--- src/rtl/sc2110_word_align_ctrl.sv ---
// SC2110 LVDS word-alignment training controller: compares deserialized words against a
// training word and drives byte-slip pulses until lock. Optional watchdog: `define ALIGN_TIMEOUT_EN.
`timescale 1ns/1ps
module sc2110_word_align_ctrl #(
  parameter logic [47:0] TRAIN_WORD   = 48'h000FFF000FFF,
  parameter int          MATCH_NUM    = 16,
  parameter int          SETTLE_WORDS = 4,
  parameter int          MAX_TRIES    = 12,
  parameter int          TIMEOUT_CYC  = 1024
) (
  input  logic        i_lvds_clk,
  input  logic        i_rstn,
  input  logic        i_train_start,
  input  logic        i_data_valid,
  input  logic [47:0] i_data,
  output logic [3:0]  o_bitslip,
  output logic        o_aligned,
  output logic        o_align_fail,
  output logic        o_busy,
  output logic [2:0]  o_slip_pos,
  output logic [7:0]  o_try_cnt
);

  // Handshake: one word is consumed on every i_lvds_clk edge with i_data_valid high;
  // there is no backpressure, and words arriving in SLIP, IDLE, LOCKED or FAIL are dropped.
  typedef enum logic [2:0] {IDLE, CHECK, SLIP, SETTLE, LOCKED, FAIL} state_t;

  localparam logic [7:0] MATCH_LAST  = 8'(MATCH_NUM - 1);
  localparam logic [3:0] SETTLE_LAST = 4'(SETTLE_WORDS - 1);
  localparam logic [7:0] TRIES_MAX   = 8'(MAX_TRIES);

  state_t     state;
  logic [7:0] match_cnt;
  logic [3:0] settle_cnt;
  logic       word_match;
  logic [2:0] next_pos;
  logic       wd_expire;

  assign word_match = (i_data == TRAIN_WORD);
  assign next_pos   = (o_slip_pos == 3'd5) ? 3'd0 : o_slip_pos + 3'd1;

`ifdef ALIGN_TIMEOUT_EN
  localparam int              WD_W    = $clog2(TIMEOUT_CYC + 1);
  localparam logic [WD_W-1:0] WD_LAST = WD_W'(TIMEOUT_CYC - 1);

  logic [WD_W-1:0] wd_cnt;
  logic            wd_active;

  assign wd_active = (state == CHECK) || (state == SETTLE);
  assign wd_expire = wd_active && !i_data_valid && (wd_cnt == WD_LAST);

  // Every entry into CHECK or SETTLE passes through a restart, a valid word or SLIP, all of which clear it.
  always_ff @(posedge i_lvds_clk or negedge i_rstn) begin
    if (!i_rstn) begin
      wd_cnt <= '0;
    end else if (i_train_start || i_data_valid || !wd_active) begin
      wd_cnt <= '0;
    end else if (!wd_expire) begin
      wd_cnt <= wd_cnt + 1'b1;
    end
  end
`else
  assign wd_expire = 1'b0;
`endif

  always_ff @(posedge i_lvds_clk or negedge i_rstn) begin
    if (!i_rstn) begin
      state        <= IDLE;
      match_cnt    <= 8'd0;
      settle_cnt   <= 4'd0;
      o_bitslip    <= 4'h0;
      o_aligned    <= 1'b0;
      o_align_fail <= 1'b0;
      o_busy       <= 1'b0;
      o_slip_pos   <= 3'd0;
      o_try_cnt    <= 8'd0;
    end else begin
      o_bitslip <= 4'h0;
      if (i_train_start) begin
        state        <= CHECK;
        match_cnt    <= 8'd0;
        settle_cnt   <= 4'd0;
        o_try_cnt    <= 8'd0;
        o_aligned    <= 1'b0;
        o_align_fail <= 1'b0;
        o_busy       <= 1'b1;
        // A pulse already on the wire still moves the deserializer.
        if (state == SLIP) o_slip_pos <= next_pos;
      end else begin
        case (state)
          CHECK: begin
            if (wd_expire) begin
              state        <= FAIL;
              o_align_fail <= 1'b1;
              o_busy       <= 1'b0;
            end else if (i_data_valid) begin
              if (word_match) begin
                match_cnt <= match_cnt + 8'd1;
                if (match_cnt == MATCH_LAST) begin
                  state     <= LOCKED;
                  o_aligned <= 1'b1;
                  o_busy    <= 1'b0;
                end
              end else begin
                match_cnt <= 8'd0;
                if (o_try_cnt == TRIES_MAX) begin
                  state        <= FAIL;
                  o_align_fail <= 1'b1;
                  o_busy       <= 1'b0;
                end else begin
                  state     <= SLIP;
                  o_bitslip <= 4'hF;
                end
              end
            end
          end
          SLIP: begin
            state      <= SETTLE;
            settle_cnt <= 4'd0;
            o_slip_pos <= next_pos;
            if (o_try_cnt != 8'hFF) o_try_cnt <= o_try_cnt + 8'd1;
          end
          SETTLE: begin
            if (wd_expire) begin
              state        <= FAIL;
              o_align_fail <= 1'b1;
              o_busy       <= 1'b0;
            end else if (i_data_valid) begin
              if (settle_cnt == SETTLE_LAST) begin
                state      <= CHECK;
                settle_cnt <= 4'd0;
              end else begin
                settle_cnt <= settle_cnt + 4'd1;
              end
            end
          end
          IDLE, LOCKED, FAIL: begin
            state <= state;
          end
          default: begin
            state  <= IDLE;
            o_busy <= 1'b0;
          end
        endcase
      end
    end
  end

endmodule

--- config.mk ---
export PLATFORM = sky130hd
export DESIGN_NAME = sc2110_word_align_ctrl
export DESIGN_NICKNAME = d
export VERILOG_FILES = /design/src/rtl/sc2110_word_align_ctrl.sv
export SDC_FILE = /design/constraint.sdc
export NUM_CORES = 1
export LEC_CHECK = 0
export ABC_AREA = 1
export BUFFER_PORTS_ARGS = -buffer_cell sky130_fd_sc_hd__buf_4
export CAP_MARGIN = 30
export CELL_PAD_IN_SITES_DETAIL_PLACEMENT = 1
export CELL_PAD_IN_SITES_GLOBAL_PLACEMENT = 2
export CORE_MARGIN = 4
export CORE_UTILIZATION = 27
export CTS_BUF_LIST = sky130_fd_sc_hd__clkbuf_8
export CTS_CLUSTER_SIZE = 12
export DETAILED_ROUTE_END_ITERATION = 10
export HOLD_SLACK_MARGIN = 0.06
export PLACE_DENSITY = 0.92
export SYNTH_ARGS = -nofsm -noshare
export SYNTH_HDL_FRONTEND = slang
export SYNTH_SLANG_ARGS = --single-unit
export TNS_END_PERCENT = 20
--- constraint.sdc ---
create_clock -name i_lvds_clk -period 1.8 [get_ports i_lvds_clk]
set_clock_uncertainty 0.1 [all_clocks]
set_input_delay 0 -clock i_lvds_clk [delete_from_list [all_inputs] [get_ports i_lvds_clk]]
set_output_delay 0 -clock i_lvds_clk [all_outputs]
set_load 0.05 [all_outputs]
==> metrics <==
CP cell instances=inv_2, nand2_2, nor2_4, nand2_1, nor2_1, nand3_1, nand2_2, nor2_1, nand2_1, nand2_1; clk sinks=30; Max transition margin=0.728; Reg2Reg Depth=10; CTS Buffer Depth=2; Synth Cell Area=2210 um2; Syn. warnings=0; Critical Path Max Stage Delay=0.46 ns; Synth Instances=332; largest area contributor in the netlist=dfrtp_1; Worst-Margin Slew=0.408 ns; WL/cell=12.6 um; # diodes=0; routed via count=2286; most frequent cell after synthesis=nand2_1; number of global-route vias before repair=2427; global placer's final weighted congestion=0.831; Core ar.=7850 um2; Layout Nets=463; Die Wd=98.4 um; Critical Path Sink Type=register; EDFF count, synth=0; Initial Util=0.281; WL final=6.44 mm; Most common cell on crit path=nand2_1; Highest Clock Rate=617 MHz; Core Util, Final=0.376; # IOs=70; Avg Vias per Cell=4.48; min Tclk post-route=1.62 ns; DP Wirelength=5.35 mm; Worst setup SP type=register; P&R area growth vs syn=33.7%; port bufs=69; Max IR drop VDD=0.000263 V; period utilization=0.901; pin count of the biggest net entering global routing=31; # setup viols final=0; Residual DRC=0; post-CTS sizing=0; Netlist cell types=31; power per cell area=852 nW/um2; max-cap viol count=0; CTS Root Cell=clkbuf_8; fraction of registers with async set/reset=1.00; Final ANT Viol Nets=0; first-pass GRT wire length=11.2 mm; HP Class=input pin to async pin; H-Tree Depth=2; leak pwr=0.00151 uW; Final Max Slew Viols=0; layout cell share with drive strength beyond 1=0.248; Reg2Reg Setup Slack=0.18 ns; syn avg cell area=6.65 um2; dominant synthesized flop cell=dfrtp_1; CTS tree=built; initial antenna violation count=0; Clk pin slew, worst setup/hold paths=0.07 ns; largest cells by area after synthesis=dfrtp_1 (34%), nand2_1 (14%), inv_1 (9.7%), nor2_1 (9.2%), nand3_1 (4.5%); DRC violation total after the first TritonRoute iteration=58; post-synthesis sequential area ratio=0.340; post-synth top area share=0.340; Commonest cells post-synth=nand2_1 (81), inv_1 (57), nor2_1 (54); die height=98.4 um; crit path kind=register to register; crit path DAT=1.68 ns; Sum Neg Setup Slack=0 ns; register bit total from synthesis=30; die area=9680 um2; Hold Vio Cnt, Final=0; slowest cell on the critical path=dfrtp_1; GR Overflow Total=0; std cell rows=32; Total GRT Usage=0.137; later-pin clock latency in the skew report=0.28 ns; WP data required=1.86 ns; drt pass-1 iters=4; worst-path fanout max=4; outcome=completed; RSZ-0062 raised after global routing=false; cts bufs inserted=5; Net Count, Synth=388
## metrics by stage
| stage | cells | total power, uW | cell area [um2] | hold slack [ns] | worst slack [ns] |
|---|---|---|---|---|---|
| global placement | 499 | 1940 | 2830 | -0.141 | 0.270 |
| floorplan | 332 | 1630 | 2210 | -0.396 | 0.0409 |
| global route | 510 | 2720 | 2950 | 0.126 | 0.00510 |
| detailed placement | 499 | 1970 | 2830 | -0.131 | 0.177 |
| CTS | 510 | 2550 | 2950 | 0.104 | 0.165 |
| finish | 510 | 2510 | 2950 | 0.0925 | 0.178 |
## per-layer routing
| metal | GRT usage | wire length, um | up-vias |
|---|---|---|---|
| met5 | 0 | 0 | - |
| met4 | 0.0378 | 72 | 0 |
| met3 | 0.0297 | 226 | 8 |
| met2 | 0.247 | 3370 | 38 |
| met1 | 0.164 | 2780 | 1056 |
| li1 | - | - | 1184 |
## critical path, delay by kind of cell (launching register included)
kind                   cells  cell delay, ns
flip-flops                 1            0.46
buffers and inverters      1            0.08
AND/OR/NAND/NOR            9            0.87
## flip-flops by register name, indices dropped and copies added, names as in the netlist
| name | count |
|---|---|
| o_busy | 1 |
| o_bitslip | 1 |
| state | 3 |
| o_aligned | 1 |
| settle_cnt | 4 |
| o_try_cnt | 8 |
| match_cnt | 8 |
| o_slip_pos | 3 |
| o_align_fail | 1 |
## cell usage in the layout (no fill, tap or decap), types with 5 or more instances in the layout
cell type / synthesis / layout
inv_2: 5 / 5
nand3_1: 20 / 20
clkbuf_8: 0 / 6
xor2_1: 6 / 6
o21ai_0: 14 / 14
nor2_1: 54 / 54
inv_1: 57 / 58
nand2_2: 6 / 6
nand2_1: 81 / 81
a21oi_1: 12 / 12
nand4_1: 14 / 14
buf_4: 3 / 70
dfrtp_1: 30 / 28
## cells by family (layout without fill, tap and decap cells)
logic type,Yosys count,count (layout),synth area share
simple gates,187,187,0.382
buf+inv,68,144,0.123
compound gates,35,35,0.100
flops,30,30,0.340
xor+xnor,8,8,0.0317
fa+ha+maj,4,4,0.0227
## worst paths after layout
kind,end,startpoint
max,state[1],state[2]
min,o_slip_pos[2],i_rstn
max reg2reg,state[1],state[2]
min reg2reg,o_busy,o_busy
max in group asynchronous,o_try_cnt[1],i_rstn
min in group i_lvds_clk,state[0],i_data[22]
## cell type report
cell class	count	area (um2)
Tap cell	102	128
Clock buffer	6	82.6
Inverter	63	239
Multi-Input combinational cell	234	1180
Fill cell	1040	4900
Sequential cell	30	753
Clock inverter	2	8.76
Timing Repair Buffer	73	556
## timing repair
action                     CTS  global route
setup endpoints to repair    0             0
hold endpoints to repair    45             0
buffers inserted             0             0
hold buffers                 3             0
## power by group
| part | internal [uW] | leakage, uW | switching, uW | total [uW] |
|---|---|---|---|---|
| clock network | 302 | 0.0000524 | 257 | 559 |
| registers | 764 | 0.000403 | 80.9 | 845 |
| logic | 372 | 0.00106 | 739 | 1110 |
| total | 1440 | 0.00151 | 1080 | 2510 |
No activity file was read; power rests on OpenSTA's default activity.
